$ cat src/rtl/pwm_pkg.sv
// Shared counter/PWM constants: default bus widths, count direction and FSM encoding.
package pwm_pkg;

   localparam int   CNT_W_DEF = 16;
   localparam int   PSC_W_DEF = 8;

   localparam logic DIR_UP    = 1'b1;
   localparam logic DIR_DOWN  = 1'b0;

   typedef enum logic {
      IDLE = 1'b0,
      RUN  = 1'b1
   } state_t;

endpackage

$ cat src/rtl/pwm_prescaler.sv
// Divides clk by act_psc+1: tick is a combinational strobe in the cycle the count matches.
// Latency: tick in the same cycle the count equals act_psc; clear has priority and takes effect next edge.
module pwm_prescaler
   import pwm_pkg::*;
#(
   parameter int PSC_W = PSC_W_DEF
) (
   input  logic             clk,
   input  logic             rst_n,
   input  logic             clear,
   input  logic             en,
   input  logic [PSC_W-1:0] act_psc,
   output logic             tick
);

   logic [PSC_W-1:0] r_cnt;

   assign tick = en && (r_cnt == act_psc);

   always_ff @(posedge clk or negedge rst_n) begin
      if (!rst_n) begin
         r_cnt <= '0;
      end else if (clear || tick) begin
         r_cnt <= '0;
      end else if (en) begin
         r_cnt <= r_cnt + 1'b1;
      end
   end

endmodule

$ cat src/rtl/pwm_counter.sv
// Up/down timebase for the PWM generator with shadowed period/prescale/direction and a wrap pulse.
// count_val and period_done are registered; settings are sampled only on start, wrap or count_reset.
module pwm_counter
   import pwm_pkg::*;
#(
   parameter int CNT_W = CNT_W_DEF,
   parameter int PSC_W = PSC_W_DEF
) (
   input  logic             clk,
   input  logic             rst_n,
   input  logic             count_en,
   input  logic             count_reset,
   input  logic [CNT_W-1:0] period,
   input  logic [PSC_W-1:0] prescale,
   input  logic             upnotdown,
   output logic [CNT_W-1:0] count_val,
   output logic             period_done
);

   state_t           r_state;
   state_t           w_state_nxt;
   logic             w_load;
   logic             w_psc_clr;
   logic             w_psc_en;
   logic             w_tick;
   logic             w_wrap;
   logic [CNT_W-1:0] w_cnt_nxt;

   logic [CNT_W-1:0] r_cnt;
   logic [CNT_W-1:0] r_period;
   logic [PSC_W-1:0] r_psc;
   logic             r_dir;
   logic             r_done;

   always_ff @(posedge clk or negedge rst_n) begin
      if (!rst_n) begin
         r_state <= IDLE;
      end else begin
         r_state <= w_state_nxt;
      end
   end

   always_comb begin
      w_state_nxt = r_state;
      w_load      = 1'b0;
      w_psc_clr   = 1'b0;
      w_psc_en    = 1'b0;
      case (r_state)
         IDLE: begin
            if (count_en) begin
               w_state_nxt = RUN;
               w_load      = 1'b1;
               w_psc_clr   = 1'b1;
            end
         end
         RUN: begin
            if (count_en) begin
               w_psc_en = 1'b1;
            end else begin
               w_state_nxt = IDLE;
            end
         end
         default: w_state_nxt = IDLE;
      endcase
      // A clear suppresses any tick in the same cycle, so no wrap pulse can escape.
      if (count_reset) begin
         w_state_nxt = r_state;
         w_load      = 1'b1;
         w_psc_clr   = 1'b1;
         w_psc_en    = 1'b0;
      end
   end

   pwm_prescaler #(
      .PSC_W (PSC_W)
   ) u_prescaler (
      .clk     (clk),
      .rst_n   (rst_n),
      .clear   (w_psc_clr),
      .en      (w_psc_en),
      .act_psc (r_psc),
      .tick    (w_tick)
   );

   always_comb begin
      w_wrap    = 1'b0;
      w_cnt_nxt = r_cnt;
      if (w_tick) begin
         if (r_dir == DIR_DOWN) begin
            w_wrap    = (r_cnt == '0);
            w_cnt_nxt = w_wrap ? r_period : r_cnt - 1'b1;
         end else begin
            // A count left above a shrunken period runs on to the natural overflow.
            w_wrap    = (r_cnt == r_period) || (r_cnt == '1);
            w_cnt_nxt = w_wrap ? '0 : r_cnt + 1'b1;
         end
      end
   end

   always_ff @(posedge clk or negedge rst_n) begin
      if (!rst_n) begin
         r_cnt    <= '0;
         r_period <= '0;
         r_psc    <= '0;
         r_dir    <= 1'b0;
         r_done   <= 1'b0;
      end else begin
         r_done <= w_wrap;
         if (count_reset) begin
            r_cnt <= '0;
         end else begin
            r_cnt <= w_cnt_nxt;
         end
         if (w_load || w_wrap) begin
            r_period <= period;
            r_psc    <= prescale;
            r_dir    <= upnotdown;
         end
      end
   end

   assign count_val   = r_cnt;
   assign period_done = r_done;

endmodule

$ cat config.mk
export PLATFORM = sky130hd
export DESIGN_NAME = pwm_counter
export DESIGN_NICKNAME = d
export VERILOG_FILES = /design/src/rtl/pwm_pkg.sv /design/src/rtl/pwm_prescaler.sv /design/src/rtl/pwm_counter.sv
export SDC_FILE = /design/constraint.sdc
export NUM_CORES = 1
export LEC_CHECK = 0
export ABC_AREA = 1
export CORE_AREA = 4 4 118 120
export CTS_CLUSTER_SIZE = 14
export DETAILED_ROUTE_END_ITERATION = 8
export DIE_AREA = 0 0 122 124
export HOLD_SLACK_MARGIN = 0.15
export PLACE_DENSITY = 0.45
export SLEW_MARGIN = 20
export SYNTH_ARGS = -nofsm -noshare
export SYNTH_HDL_FRONTEND = slang
export SYNTH_SLANG_ARGS = --single-unit
export TNS_END_PERCENT = 1
$ cat constraint.sdc
create_clock -name clk -period 2.39 [get_ports clk]
set_input_delay 0.3585 -clock clk [delete_from_list [all_inputs] [get_ports clk]]
set_output_delay 0.3585 -clock clk [all_outputs]
set_load 0.1 [all_outputs]
== Word level (Yosys, flattened, before mapping) ==
Index checks and enable logic that the tools add are counted.

* Flip-flop bits (word level): 51
* Bits of input ports: 29

* Add/subtract/negate cells: 3
* Equal/unequal tests: 3
* Mux-type cells: 14
* Reductions and logical operators: 7

{| class="wikitable"
|+ Operator list
! operator !! number
|-
| 16-bit 2-to-1 mux || 5
|-
| 16-bit by 1-bit adder with 16-bit output (second input constant) || 1
|-
| 16-bit == test || 1
|-
| 16-bit == test (second input constant) || 1
|-
| 16-bit zero test || 1
|-
| 8-bit 2-to-1 mux || 2
|-
| 16-bit by 1-bit subtractor with 16-bit output (second input constant) || 1
|-
| 8-bit by 1-bit adder with 8-bit output (second input constant) || 1
|-
| 8-bit == test || 1
|-
| 1-bit 2-to-1 mux || 7
|-
| 2-bit nonzero test || 2
|-
| 1-bit logical OR || 3
|-
| 1-bit logical AND || 1
|}

== Depth between registers and ports, before layout ==
* Word-level depth: 6
* Gate-level depth with buffers: 14

== Cells and area by module ==
A second synthesis with hierarchy kept.

* Cells, all modules: 605
* Area total of the unflattened synthesis: 4028.9 sq um

{| class="wikitable"
|+ By module, submodules not included
! module !! instances !! cells each !! area each (sq um) !! seq. area each (sq um)
|-
| pwm_counter || 1 || 516 || 3389.5 || 1076.0
|-
| pwm_prescaler || 1 || 89 || 639.4 || 200.2
|}

== Least setup slack after synthesis ==
No wires, ideal clock.

* Path kind: register to register
* From: register r_cnt[1] (netlist: count_val[1])
* To: register r_dir
* Setup time: 0.117 ns
* Data arrival time: 2.316 ns
* Data required time: 2.273 ns
* Path slack: -0.043 ns
* Stages on the path, launching flop included: 10
* Buffers on the path: 1
* Path through: dfrtp_1 -> ha_1 -> nand3_2 -> nor3_4 -> nand4_2 -> nand3_2 -> nand2_4 -> buf_2 -> nand3_1 -> nand2_1

* Longest elaborated chain between the ends: 5

{| class="wikitable"
|+ RTL lines
! element !! line !! source
|-
| from (decl) || pwm_counter.sv:29 || <nowiki>logic [CNT_W-1:0] r_cnt;</nowiki>
|-
| from (signal assigned) || pwm_counter.sv:112 || <nowiki>r_cnt <= w_cnt_nxt;</nowiki>
|-
| 16-bit == test || pwm_counter.sv:94 || <nowiki>w_wrap = (r_cnt == r_period) || (r_cnt == '1);</nowiki>
|-
| 1-bit logical OR || pwm_counter.sv:94 ||
|-
| 1-bit 2-to-1 mux (*) || pwm_counter.sv:89 || <nowiki>if (r_dir == DIR_DOWN) begin</nowiki>
|-
| 1-bit 2-to-1 mux (*) || pwm_counter.sv:88 || <nowiki>if (w_tick) begin</nowiki>
|-
| 1-bit logical OR (*) || pwm_counter.sv:114 || <nowiki>if (w_load || w_wrap) begin</nowiki>
|-
| to (signal assigned) || pwm_counter.sv:117 || <nowiki>r_dir <= upnotdown;</nowiki>
|-
| to (decl) || pwm_counter.sv:32 || <nowiki>logic r_dir;</nowiki>
|}

Every way passes the cells marked *; elsewhere a longest branch is shown, timed or not.
A chain may end at the register's enable or synchronous reset.

== Worst setup path in the final report ==
* From: register r_cnt[0] (netlist: count_val[0])
* To: register r_period[6]

* Longest elaborated chain between the ends: 5

{| class="wikitable"
|+ RTL lines
! element !! line !! source
|-
| 16-bit == test || pwm_counter.sv:94 ||
|-
| 1-bit logical OR || pwm_counter.sv:94 ||
|-
| 1-bit 2-to-1 mux (*) || pwm_counter.sv:89 ||
|-
| 1-bit 2-to-1 mux (*) || pwm_counter.sv:88 ||
|-
| 1-bit logical OR (*) || pwm_counter.sv:114 ||
|-
| to (signal assigned) || pwm_counter.sv:115 || <nowiki>r_period <= period;</nowiki>
|-
| to (decl) || pwm_counter.sv:30 || <nowiki>logic [CNT_W-1:0] r_period;</nowiki>
|}

Marked as above.

==> metrics.csv <==
metric,value,unit
status,finished clean,
main area contributors after synthesis,"dfrtp_1, nand2_1, nand3_1, nor2_1, inv_1",
Setup WS post-layout,260,ps
crit share post-route,89.1,%
CTS HTree Levels,2,
P_leak,0.00236,uW
Crit Path Max Fanout,16,
Core Rows,42,
port buffer count,45,
max-slew violation count,0,
total core area,13000,um2
Placed Area,4430,um2
Mapped Avg Cell Area,6.47,um2
clock-pin slew on the worst setup and hold paths,70,ps
share of cells above drive strength 1,13.5,%
Mapped Nets,624,
Setup crit start kind,flip-flop,
post-layout instance area,4600,um2
minimum clock period,2130,ps
Clock Skew,10.5,ps
later-pin clock latency in the skew report,300,ps
Mapped Cells,591,
max_cap viols,0,
Die Width,122,um
CTS tree,built,
GR Util met2,27.5,%
area added between synthesis and finish,20.3,%
initial antenna violation count,0,
DR WL/cell,14.8,um
HP Class,reg -> reg,
Root Buffer Master,clkbuf_16,
DRT iter0 DRCs,268,
Least-Margin Pin Slew,556,ps
Worst EP required,2570,ps
met3 usage,2.41,%
Num CTS Buffers,5,
M1 GR Usage,22.8,%
RSZ-0062 raised after global routing,no,
ys async rst share,100,%
first-pass GRT wire length,19.7,mm
RD Place Congestion,0.915,
Setup TNS Final,0,ps
FILL cells,1435,
critical path class,reg -> reg,
Yosys warning count,0,
"area leader, netlist",dfrtp_1,
Pwr Total,2170,uW
vias,3762,
Yosys top cell area share,33.4,%
Critical Path AT,2310,ps
most used routing layer in global routing,met2,
Max Fclk,469,MHz
# IOs,46,
drt first pass iters,4,
relative slew slack,62.9,%
Max IR drop VDD,361,uV
largest net degree at the start of global routing,26,
Final ANT Viol Nets,0,
Post-CTS Setup Bufs,0,
Most used DFF post-synth,dfrtp_1,
final setup fails,0,
post-synthesis sequential area ratio,33.4,%
Synth Register Bits,51,
Fin Hold WS,529,ps
DRC,0,
Initial Utilization,29.5,%
Total Routing Usage GR,16.7,%
synth unique cells,34,
"EDFF count, synth",0,
Worst setup EP type,flip-flop,
Post-Place Setup Slack,235,ps
Die Area,15100,um2
Netlist Area Pre-Place,3820,um2
total global routing overflow,0,
routed vias/inst,4.62,
PwrDens,472,nW/um2
DIE HEIGHT,124,um
post-detail-place hpwl,9.04,mm
clock buffer depth,2,
Clock Sinks,51,
DRT Wirelength,12.0,mm
Antenna Cells,0,
vias in the first global route,3742,
# nets final,670,
"Hold Violations, Final",0,
[registers in the layout (all words and copies together), names as in the netlist]
register	count
count_val	16
period_done	1
r_dir	1
r_period	16
r_psc	8
r_state	1
u_prescaler.r_cnt	8
[per-stage QoR]
| stage | utilization (%) | instances |
|---|---|---|
| 3_5_place_dp | 34.1 | 805 |
| 4_1_cts | 35.4 | 814 |
| 5_1_grt | 35.4 | 814 |
| 2_1_floorplan | - | 591 |
| 6_report | 35.4 | 814 |
| 3_3_place_gp | 34.1 | 805 |
[worst paths after layout]
check | from | end | slack, ps | cells after the start
max | count_val[0] | r_period[6] | 260 | 9
min | r_period[11] | r_period[11] | 530 | 2
max reg2reg | count_val[0] | r_period[6] | 260 | 9
min reg2reg | r_period[11] | r_period[11] | 530 | 2
max in group asynchronous | rst_n | r_period[9] | 1030 | 4
min in group asynchronous | rst_n | count_val[2] | 580 | 2
[worst max-delay path: stages, from the launching register on]
cell and delay (ps):
dfrtp_2 460, ha_1 230, nand3_2 140, nor3_4 270
nand4_2 230, nand3_2 200, nand2_4 120, buf_4 220
nand3_1 90, nand2_1 50
[routing by layer]
| metal | up-vias | part of all wire (%) | routed length, um |
|---|---|---|---|
| met5 | - | 0 | 0 |
| met4 | 0 | 1.5 | 185 |
| met3 | 14 | 4.4 | 524 |
| met2 | 75 | 46 | 5570 |
| met1 | 1715 | 48 | 5740 |
| li1 | 1958 | - | - |
[Yosys cell counts (2+ instances only)]
cell,instances
nand2_1,209
nand3_1,75
dfrtp_1,51
nor2_1,48
inv_1,47
o21ai_0,29
inv_2,19
xor2_1,17
a21oi_1,12
nand4_1,8
buf_4,7
clkbuf_1,7
nor2_2,7
buf_2,6
nand2_2,5
o211ai_1,5
buf_6,4
ha_1,4
nor3_1,4
xnor2_1,4
nand3b_1,3
or2_2,3
clkinv_1,2
nand2_4,2
nand3_2,2
nor2_4,2
o21ai_1,2
[cell type report]
class                   count  area (um2)  area share (%)
multi-input cells         448        2140            46.6
flip-flops and latches     51        1280            27.8
repair buffers             63         541            11.7
inverters                  68         255            5.55
well taps                 176         220            4.79
clock buffers               7         133            2.88
clock inverters             1        30.0           0.653
[cells by family after synthesis]
group                      after synthesis  share of synthesized area (%)
buffers and inverters                   92                           10.7
DFF                                     51                           33.4
adders and majority gates                4                           1.31
xor gates and xnor gates                21                           4.81
AOI/OAI and AO/OA                       50                           6.97
and+or+nand+nor                        373                           42.9
[where the power goes]
group / leakage (uW) / switching, uW / internal, uW
combinational: 0.00163 / 212 / 151
sequential: 0.000659 / 57.8 / 912
clock: 0.0000781 / 341 / 497
[layout by cell type, fill, tap and decap left out, drive strengths merged]
cell           instances
a21oi                 12
a31oi                  1
and2                   1
and3                   1
buf                   35
bufinv                 1
clkbuf                 7
clkdlybuf4s50         27
clkinv                 2
dfrtp                 51
dlygate4sd3            1
ha                     4
inv                   66
nand2                216
nand3                 77
nand3b                 3
nand4                  9
nor2                  57
nor3                   5
o211ai                 5
o21ai                 31
o21bai                 1
or2                    4
xnor2                  4
xor2                  17
[what timing repair did]
item / CTS / global route
gates resized for setup: 0 / 0
hold endpoints to repair: 20 / 0
hold buffers: 1 / 0
Power figures use the tool's default switching activity.
